### src/rtl/cnt161_pkg.sv
// Shared types and constants for the cnt161 period-timer sequencer.
package cnt161_pkg;

  localparam int         CNT_W      = 4;
  localparam logic [7:0] CYCLES_MAX = 8'd255;

  typedef enum logic [2:0] {
    IDLE,
    LOAD,
    RUN,
    HOLD,
    FIN
  } state_t;

endpackage

### src/rtl/cnt161_sequencer_if.sv
// Host and counter-pin bundle for the cnt161 sequencer.
// The slave side is the sequencer; the master side is the host plus the counter it drives.
interface cnt161_sequencer_if;
  import cnt161_pkg::*;

  logic             START;
  logic             STOP;
  logic             PAUSE;
  logic             AUTO;
  logic [CNT_W-1:0] PRESET;
  logic [CNT_W-1:0] LIMIT;
  logic [CNT_W-1:0] Q;
  logic             RCO;
  logic             CLRN;
  logic             LDN;
  logic             ENP;
  logic             ENT;
  logic [CNT_W-1:0] DIN;
  logic             BUSY;
  logic             DONE;
  logic [7:0]       CYCLES;
  logic             OVF;

  modport master (
    output START, STOP, PAUSE, AUTO, PRESET, LIMIT, Q, RCO,
    input  CLRN, LDN, ENP, ENT, DIN, BUSY, DONE, CYCLES, OVF
  );

  modport slave (
    input  START, STOP, PAUSE, AUTO, PRESET, LIMIT, Q, RCO,
    output CLRN, LDN, ENP, ENT, DIN, BUSY, DONE, CYCLES, OVF
  );

endinterface

### src/rtl/cnt161_tick_gen.sv
// Count-step prescaler: runs while enabled, holds its value while frozen,
// and returns to zero otherwise. The tick marks the last cycle of each step.
module cnt161_tick_gen #(
  parameter int TICK_DIV = 25000000,
  parameter int PW       = 32
) (
  input  logic CLK,
  input  logic CLR,
  input  logic enable,
  input  logic freeze,
  output logic tick
);

  localparam logic [PW-1:0] LAST = PW'(TICK_DIV - 1);

  logic [PW-1:0] prescaler;

  assign tick = enable && (prescaler == LAST);

  always_ff @(posedge CLK) begin
    if (CLR) begin
      prescaler <= '0;
    end else if (enable) begin
      prescaler <= tick ? '0 : prescaler + 1'b1;
    end else if (!freeze) begin
      prescaler <= '0;
    end
  end

endmodule

### src/rtl/cnt161_sequencer.sv
// Period-timer sequencer for the 4-bit CLRN/LDN/ENP/ENT counter: loads PRESET,
// steps once per tick up to LIMIT, then either reloads (AUTO) or stops.
module cnt161_sequencer
  import cnt161_pkg::*;
#(
  parameter int TICK_DIV = 25000000,
  parameter int PW       = 32
) (
  input logic               CLK,
  input logic               CLR,
  cnt161_sequencer_if.slave bus
);

  state_t           state;
  logic [CNT_W-1:0] preset_l;
  logic [CNT_W-1:0] limit_l;
  logic             auto_l;
  logic             tick;
  logic             abortable;

  cnt161_tick_gen #(
    .TICK_DIV (TICK_DIV),
    .PW       (PW)
  ) u_tick_gen (
    .CLK    (CLK),
    .CLR    (CLR),
    .enable (state == RUN),
    .freeze (state == HOLD),
    .tick   (tick)
  );

  assign abortable = (state == LOAD) || (state == RUN) || (state == HOLD);

  // Pulse-type pins default inactive each cycle; the branches below override them.
  always_ff @(posedge CLK) begin
    if (CLR) begin
      state      <= IDLE;
      preset_l   <= '0;
      limit_l    <= '0;
      auto_l     <= 1'b0;
      bus.CLRN   <= 1'b0;
      bus.LDN    <= 1'b1;
      bus.ENP    <= 1'b0;
      bus.ENT    <= 1'b0;
      bus.DIN    <= '0;
      bus.BUSY   <= 1'b0;
      bus.DONE   <= 1'b0;
      bus.CYCLES <= '0;
      bus.OVF    <= 1'b0;
    end else begin
      bus.CLRN <= 1'b1;
      bus.LDN  <= 1'b1;
      bus.ENP  <= 1'b0;
      bus.DONE <= 1'b0;
      if (bus.ENP && bus.RCO) begin
        bus.OVF <= 1'b1;
      end

      if (bus.STOP && abortable) begin
        bus.CLRN <= 1'b0;
        bus.ENT  <= 1'b0;
        bus.BUSY <= 1'b0;
        state    <= IDLE;
      end else begin
        case (state)
          IDLE: begin
            bus.ENT  <= 1'b0;
            bus.BUSY <= 1'b0;
            if (bus.START && !bus.STOP) begin
              preset_l   <= bus.PRESET;
              limit_l    <= bus.LIMIT;
              auto_l     <= bus.AUTO;
              bus.CYCLES <= '0;
              bus.OVF    <= 1'b0;
              bus.LDN    <= 1'b0;
              bus.DIN    <= bus.PRESET;
              bus.BUSY   <= 1'b1;
              state      <= LOAD;
            end
          end
          LOAD: begin
            bus.ENT <= 1'b1;
            state   <= RUN;
          end
          RUN: begin
            if (bus.PAUSE) begin
              bus.ENT <= 1'b0;
              state   <= HOLD;
            end else if (tick) begin
              if (bus.Q != limit_l) begin
                bus.ENP <= 1'b1;
              end else begin
                bus.DONE <= 1'b1;
                if (auto_l) begin
                  bus.LDN <= 1'b0;
                  bus.DIN <= preset_l;
                  if (bus.CYCLES != CYCLES_MAX) begin
                    bus.CYCLES <= bus.CYCLES + 8'd1;
                  end
                end else begin
                  bus.ENT  <= 1'b0;
                  bus.BUSY <= 1'b0;
                  state    <= FIN;
                end
              end
            end
          end
          HOLD: begin
            if (!bus.PAUSE) begin
              bus.ENT <= 1'b1;
              state   <= RUN;
            end
          end
          FIN: begin
            state <= IDLE;
          end
          default: begin
            bus.ENT  <= 1'b0;
            bus.BUSY <= 1'b0;
            state    <= IDLE;
          end
        endcase
      end
    end
  end

endmodule
### src/flat_wrapper.sv
// flat-port wrapper written by rule: the top's interface ports become plain ports
module cnt161_sequencer_flat import cnt161_pkg::*;
#(
  parameter int TICK_DIV = 25000000,
  parameter int PW       = 32
)
  (CLK, CLR, bus_START, bus_STOP, bus_PAUSE, bus_AUTO, bus_PRESET, bus_LIMIT, bus_Q, bus_RCO, bus_CLRN, bus_LDN, bus_ENP, bus_ENT, bus_DIN, bus_BUSY, bus_DONE, bus_CYCLES, bus_OVF);
  cnt161_sequencer_if bus_i ();
  input logic CLK;
  input logic CLR;
  input wire logic [$bits(bus_i.START)-1:0] bus_START;
  input wire logic [$bits(bus_i.STOP)-1:0] bus_STOP;
  input wire logic [$bits(bus_i.PAUSE)-1:0] bus_PAUSE;
  input wire logic [$bits(bus_i.AUTO)-1:0] bus_AUTO;
  input wire logic [$bits(bus_i.PRESET)-1:0] bus_PRESET;
  input wire logic [$bits(bus_i.LIMIT)-1:0] bus_LIMIT;
  input wire logic [$bits(bus_i.Q)-1:0] bus_Q;
  input wire logic [$bits(bus_i.RCO)-1:0] bus_RCO;
  output wire logic [$bits(bus_i.CLRN)-1:0] bus_CLRN;
  output wire logic [$bits(bus_i.LDN)-1:0] bus_LDN;
  output wire logic [$bits(bus_i.ENP)-1:0] bus_ENP;
  output wire logic [$bits(bus_i.ENT)-1:0] bus_ENT;
  output wire logic [$bits(bus_i.DIN)-1:0] bus_DIN;
  output wire logic [$bits(bus_i.BUSY)-1:0] bus_BUSY;
  output wire logic [$bits(bus_i.DONE)-1:0] bus_DONE;
  output wire logic [$bits(bus_i.CYCLES)-1:0] bus_CYCLES;
  output wire logic [$bits(bus_i.OVF)-1:0] bus_OVF;
  assign bus_i.START = bus_START;
  assign bus_i.STOP = bus_STOP;
  assign bus_i.PAUSE = bus_PAUSE;
  assign bus_i.AUTO = bus_AUTO;
  assign bus_i.PRESET = bus_PRESET;
  assign bus_i.LIMIT = bus_LIMIT;
  assign bus_i.Q = bus_Q;
  assign bus_i.RCO = bus_RCO;
  assign bus_CLRN = bus_i.CLRN;
  assign bus_LDN = bus_i.LDN;
  assign bus_ENP = bus_i.ENP;
  assign bus_ENT = bus_i.ENT;
  assign bus_DIN = bus_i.DIN;
  assign bus_BUSY = bus_i.BUSY;
  assign bus_DONE = bus_i.DONE;
  assign bus_CYCLES = bus_i.CYCLES;
  assign bus_OVF = bus_i.OVF;
  cnt161_sequencer #(.TICK_DIV(TICK_DIV), .PW(PW)) u_core (.CLK(CLK), .CLR(CLR), .bus(bus_i));
endmodule
### config.mk
export PLATFORM = sky130hd
export DESIGN_NAME = cnt161_sequencer_flat
export DESIGN_NICKNAME = d
export VERILOG_FILES = /design/src/rtl/cnt161_pkg.sv /design/src/rtl/cnt161_sequencer_if.sv /design/src/rtl/cnt161_tick_gen.sv /design/src/rtl/cnt161_sequencer.sv /design/src/flat_wrapper.sv
export SDC_FILE = /design/constraint.sdc
export NUM_CORES = 1
export LEC_CHECK = 0
export ABC_AREA = 1
export CAP_MARGIN = 20
export CORE_MARGIN = 4
export CORE_UTILIZATION = 30
export DETAILED_ROUTE_END_ITERATION = 8
export GPL_TIMING_DRIVEN = 0
export SLEW_MARGIN = 30
export SYNTH_ARGS = -nofsm -noshare
export SYNTH_HDL_FRONTEND = slang
export SYNTH_HIERARCHICAL = 1
export SYNTH_SLANG_ARGS = --single-unit
### constraint.sdc
create_clock -name CLK -period 3 [get_ports CLK]
set_input_delay 0.45 -clock CLK [delete_from_list [all_inputs] [get_ports CLK]]
set_output_delay 0.45 -clock CLK [all_outputs]
set_load 0.03 [all_outputs]
# == After elaboration in Yosys (flattened, before gate mapping) ==
# Cells that the tools add are included.
# Widths: inputs -> output; s select.
# word_totals
ff_bits,63
output_inout_bits,19
word_cells,103
# op_classes
addsub,2
eq_ne,19
mux,45
bitwise,5
reduce_logical,18
# ops
op,n
$mux 32,3
$mux 8,6
$add 32x1->32 const B,1
$eq 32x25->1 const B,1
$mux 4,5
$mux 1,19
$mux 3,6
$pmux 8 s2,1
$reduce_and 5->1,3
$pmux 3 s4,1
$ne 2x2->1 const B,5
$add 8x1->8 const B,1
$ne 2x1->1 const B,4
$ne 8x8->1 const B,1
$pmux 4 s2,1
$reduce_and 8->1,1
$reduce_and 7->1,1
$eq 3x2->1 const B,2
$ne 3x3->1 const B,2
$not 1->1,5
$reduce_or 5->1,1
$logic_and 1x1->1,4
$ne 4x4->1,1
$pmux 1 s4,1
12 further kinds,13

# == Longest topological paths before layout ==
# Gate-level depths: netlist of the first run.
# depth
ltp_word,7
depth_mapped,15
mapped_depth_nobuf,14

# == Modules after synthesis ==
# The synthesis of the first run kept the hierarchy.
# modules_own_cells
module,instances,cells_each,area_per_inst_um2,seq_area_each_um2
cnt161_tick_gen,1,351,2157.1,640.6
cnt161_sequencer,1,252,1661.6,620.6

# == Worst setup path after synthesis of the first run ==
# Ideal clock, no wire load.
# synth_timing
path_type,reg2reg
startpoint,register u_core.state[1]
endpoint,register u_core.bus.CYCLES[5]
setup_ps,115
t_arrival_ps,2118
setup_slack_ps,767
path_stages_with_launch,14
path_buffers,2
cell_sequence,dfxtp_1 -> inv_2 -> nor2_2 -> buf_4 -> buf_2 -> inv_1 -> nor3_1 -> nand3_1 -> nand2_1 -> nand2_1 -> nor2_4 -> nand3_4 -> o21bai_1 -> nor2_1
# synth_via
elab_cells_between_ends,18
cone_classes,eq/ne (9); mux (1); bitwise (1); reduce/logical (7)
# synth_lines
item,line,text
start: declaration,cnt161_sequencer.sv:14,state_t state;
start signal: assignment,cnt161_sequencer.sv:37,state <= IDLE;
start signal: assignment,cnt161_sequencer.sv:63,state <= IDLE;
start signal: assignment,cnt161_sequencer.sv:78,state <= LOAD;
$eq 3x2->1,cnt161_sequencer.sv:27,".enable (state == RUN),"
$logic_and 1x1->1,cnt161_tick_gen.sv:18,assign tick = enable && (prescaler == LAST);
named net u_core.tick,cnt161_sequencer.sv:18,logic tick;
$ne 2x1->1 (no source line),n/a,
$reduce_and 8->1 (no source line),n/a,
end signal: assignment,cnt161_sequencer.sv:98,bus.CYCLES <= bus.CYCLES + 8'd1;
end: declaration,cnt161_sequencer_if.sv:31,"output CLRN, LDN, ENP, ENT, DIN, BUSY, DONE, CYCLES, OVF"
# The timed path passes the listed nets, and every way through them passes these cells.
# A chain may end at the register's enable or synchronous reset.

# == Worst setup path in the final report of the first run ==
# Same ends and word-level chain as after synthesis.

==> PnR_summary.wiki, run 1 <==
{| class="wikitable"
! Metric !! Value
|-
| Result of the run || completed
|-
| Net count of the finished layout || 672
|-
| Critical path's slowest cell || sky130_fd_sc_hd__dfxtp_1
|-
| Final max-slew violation count || 0
|-
| Total Negative Setup Slacks || 0 ps
|-
| Number of top-level pins || 38
|-
| Critical path fanouts, max || 10
|-
| Share of synthesized registers carrying an async set or reset || 0
|-
| Portion of netlist area occupied by mux cells || 0
|-
| Routed WL || 9800 microns
|-
| Total stage count of the critical path || 13
|-
| Gr ovfl total || 0
|-
| Critical path origin || u_core/state[1]
|-
| Crit Path Category || register to register
|-
| Non-filler cells in the finished layout || 824
|-
| Crit share post-route || 0.912
|-
| Via count of the first global-routing pass || 3,604
|-
| Post-synthesis compound-gate area fraction || 0.111
|-
| Hold violation total from the final report || 0
|-
| Number of vias after detailed routing || 3,831
|-
| Library cells used by synthesis || 34
|-
| DRC violations left || 0
|-
| ANT cells || 0
|-
| Number of enable-type register cells in the synthesized netlist || 0
|-
| Achievable Freq || 365 MHz
|-
| Final core area utilization || 0.388
|-
| Max-cap violation count || 0
|-
| Kind of cell with the highest combined delay on the critical path || simple AND/OR/NAND/NOR gates
|-
| Relative slew margins || 0.687
|-
| Post-detailed-route wirelength per cell || 11.9 microns
|-
| Worst clock skew || 5.90 ps
|-
| Most area-hungry cell type in the Yosys netlist || sky130_fd_sc_hd__dfxtp_1
|-
| Mapped cell area || 3820 sq um
|-
| Leakage power || 1.81 nW
|-
| Cell types with the highest counts after synthesis || sky130_fd_sc_hd__nand2_1, sky130_fd_sc_hd__nor2_1, sky130_fd_sc_hd__dfxtp_1, sky130_fd_sc_hd__inv_1, sky130_fd_sc_hd__a21oi_1
|-
| Fin Hold WS || 446 ps
|-
| Leading post-synthesis cells by cell area || sky130_fd_sc_hd__dfxtp_1, sky130_fd_sc_hd__nand2_1, sky130_fd_sc_hd__nor2_1
|-
| H-tree lvl count || 3
|-
| Worst flop-to-flop path endpoint || u_core/bus.CYCLES[5]
|-
| Floorplan die area || 14,600 sq um
|-
| Root buf cell || sky130_fd_sc_hd__clkbuf_16
|-
| Post-layout minimum cycle time || 2740 ps
|-
| Number of synthesized register bits || 63
|-
| Routability congestion estimate || 0.888
|-
| Number of nets in the synthesized netlist || 624
|-
| Effective utilization at floorplan || 0.313
|-
| Post-route cell area || 4740 sq um
|-
| Crit path launch type || register
|-
| Sequence of cells on the critical path || inv_2, nor2_2, buf_4, buf_2, inv_1, nor3_4, nand3_1, nand2_1, nand2_1, nor2_4, nand3_4, o21bai_1, nor2_1
|-
| Most frequent cell on the critical path || sky130_fd_sc_hd__nand2_1
|-
| Number of placement rows || 40
|-
| Horizontal die dimension || 121 microns
|-
| Layout overhead on the synthesized area || 24.2%
|-
| CTS buffer count || 9
|-
| Unrepaired setup endpoints after global routing || false
|-
| Antenna Violating Nets Remaining || 0
|-
| GRT Resource Usage Total || 0.139
|-
| Post-synthesis simple-gate area fraction || 0.439
|-
| Pin count of the biggest net entering global routing || 13
|-
| Per-instance average area after synthesis || 6.33 sq um
|-
| Leading cell type by number of instances after synthesis || sky130_fd_sc_hd__nand2_1
|-
| Instance count of the mapped netlist || 603
|-
| Endpoints failing setup || 0
|-
| Number of search-and-repair iterations in the first detailed-routing pass || 5
|-
| WP buf/inv || 4
|-
| Core Region || 12,200 sq um
|-
| Area share of xor/xnor cells in the synthesized design || 0.0229
|-
| Number of warnings printed during yosys synthesis || 6
|-
| Power density cells || 607 nW/um^2
|-
| Clock transition at the register clock pins on the worst setup and hold paths after CTS || 60 ps
|-
| Number of sinks on the clock net || 63
|-
| Initial antenna violation count || 0
|-
| Most common flop cell mapped by yosys || sky130_fd_sc_hd__dfxtp_1
|-
| Share of synthesized area occupied by flip-flops and latches || 0.330
|-
| Maximum VDD drop || 0.000370 V
|-
| Largest stage delay on the critical path || 450 ps
|-
| Number of buffers inserted by port buffering || 37
|-
| Max Buffers Root-to-Sink || 2
|-
| Starting DRC count in detailed routing || 226
|-
| Worst hold start || u_core/preset_l[2]
|-
| Reg2reg setup slack || 260 ps
|-
| Number of cells after detailed placement || 808
|-
| Clock latency reported for the late side of the worst-skew pair || 330 ps
|-
| Area share of the largest cell type after synthesis || 0.330
|-
| Worst hold-check path type || register to register
|-
| Combinational family with the most area after synthesis || simple AND/OR/NAND/NOR gates
|-
| CTS tree || yes
|-
| Critical Path Sink || u_core/bus.CYCLES[5]
|-
| Cts-stage hold buffer count || 0
|-
| Category of the worst setup path capture point || register
|-
| Share of final-layout standard cells stronger than drive strength 1 || 0.120
|-
| Post-Place Cell Area || 4400 sq um
|-
| Setup fix buffers added after clock tree synthesis || 0
|-
| Synth Area in Adders || 0.00655
|-
| Half-perimeter wire length after placement || 7480 microns
|-
| Worst-margin pin slew || 469 ps
|-
| Via density || 4.65
|-
| Startpoint of the lowest-slack register-to-register path || u_core/state[1]
|-
| Required time of the critical path || 3220 ps
|-
| Worst-case reg-to-reg path depth || 13
|-
| Worst endpoint data arrival time || 2960 ps
|-
| Chip Height || 121 microns
|-
| First-pass GRT wire length || 16,600 microns
|}
[layout by cell type (no fill, tap or decap), drive strengths merged]
cell type / instances
clkinv: 1
dfxtp: 63
xnor2: 1
o2111ai: 1
a31oi: 1
nor2: 93
o211ai: 2
bufinv: 2
nand3b: 5
xor2: 9
ha: 2
nand4: 12
clkbuf: 17
o21bai: 4
buf: 8
a21oi: 48
clkdlybuf4s50: 37
nand3: 40
clkinvlp: 2
nor3: 6
or2: 5
o21ai: 22
and2: 1
inv: 71
nand2: 203
[flip-flops by register name, indices dropped and copies added (netlist names), 3 cells and up]
name	flops
u_core/bus.DIN	4
u_core/u_tick_gen/prescaler	32
u_core/state	3
u_core/preset_l	4
u_core/bus.CYCLES	8
u_core/limit_l	4
[tightest hold or removal path, cell delays in order, from the launching register on]
cell                      delay (ps)
sky130_fd_sc_hd__dfxtp_1         290
sky130_fd_sc_hd__inv_1            50
sky130_fd_sc_hd__a21oi_1          50
[where the power goes]
group | total (mW) | switching, mW | internal (mW)
Combinational | 0.772 | 0.507 | 0.265
Sequential | 0.962 | 0.0501 | 0.912
Clock | 1.14 | 0.391 | 0.754
[logic make-up (layout without fill, tap and decap cells)]
family	count (synthesis)	in the layout
AO/OA/AOI/OAI	78	78
XOR/XNOR	10	10
adder cells (fa/ha/maj)	2	2
buffers and inverters	85	138
flip-flops	63	63
AND/OR/NAND/NOR	365	365
[layout make-up]
class / count / area [sq um]
repair buffers: 37 / 370
multi-input cells: 455 / 2220
clock inverters: 6 / 92.6
plain buffers: 15 / 81.3
well taps: 168 / 210
fillers: 1315 / 7470
inverters: 70 / 263
flip-flops and latches: 63 / 1260
clock buffers: 10 / 239
[how the worst min path moves through the flow]
stage	to	slack, ps	depth (start not counted)
6_report	u_core/preset_l[2]	450	2
5_1_grt	u_core/bus.ENT	470	2
4_1_cts	u_core/preset_l[2]	450	2
3_5_place_dp	u_core/preset_l[2]	440	2
3_3_place_gp	u_core/preset_l[2]	440	2
2_1_floorplan	u_core/preset_l[1]	420	2
[per-layer routing]
layer	vias to the layer above	wire (microns)	GRT usage
li1	2006	-	-
met1	1740	4620	0.174
met2	76	4680	0.234
met3	9	393	0.0341
met4	0	97	0.0475
met5	-	0	0
[metrics by stage]
stage | worst slack [ps] | total power, mW
after detailed placement | 56.5 | 1.75
after global placement | 80.2 | 1.75
after global routing | 47.7 | 3.04
after floorplan | 767 | 1.50
final | 263 | 2.88
after CTS | 37.6 | 2.92
[timing repair]
action | in CTS | in global routing
endpoints found under the hold margin | 0 | 0
setup endpoints to repair | 0 | 12
resized for setup | 0 | 2
(Power assumes the default switching activity.)
==> run 2, diff against run 1 <==
--- a/config.mk
+++ b/config.mk
@@ -11,7 +11,7 @@
 export CORE_UTILIZATION = 30
 export DETAILED_ROUTE_END_ITERATION = 8
 export GPL_TIMING_DRIVEN = 0
-export SLEW_MARGIN = 30
+export SLEW_MARGIN = 0
 export SYNTH_ARGS = -nofsm -noshare
 export SYNTH_HDL_FRONTEND = slang
 export SYNTH_HIERARCHICAL = 1
==> results of run 2 <==
The final DEF is identical to that of run 1; final timing and power are the same.
==> run 3, diff against run 2 <==
--- a/config.mk
+++ b/config.mk
@@ -11,6 +11,7 @@
 export CORE_UTILIZATION = 30
 export DETAILED_ROUTE_END_ITERATION = 8
 export GPL_TIMING_DRIVEN = 0
+export SKIP_LAST_GASP = 1
 export SLEW_MARGIN = 0
 export SYNTH_ARGS = -nofsm -noshare
 export SYNTH_HDL_FRONTEND = slang
==> results of run 3 <==
The final DEF is identical to that of run 1; final timing and power are the same.
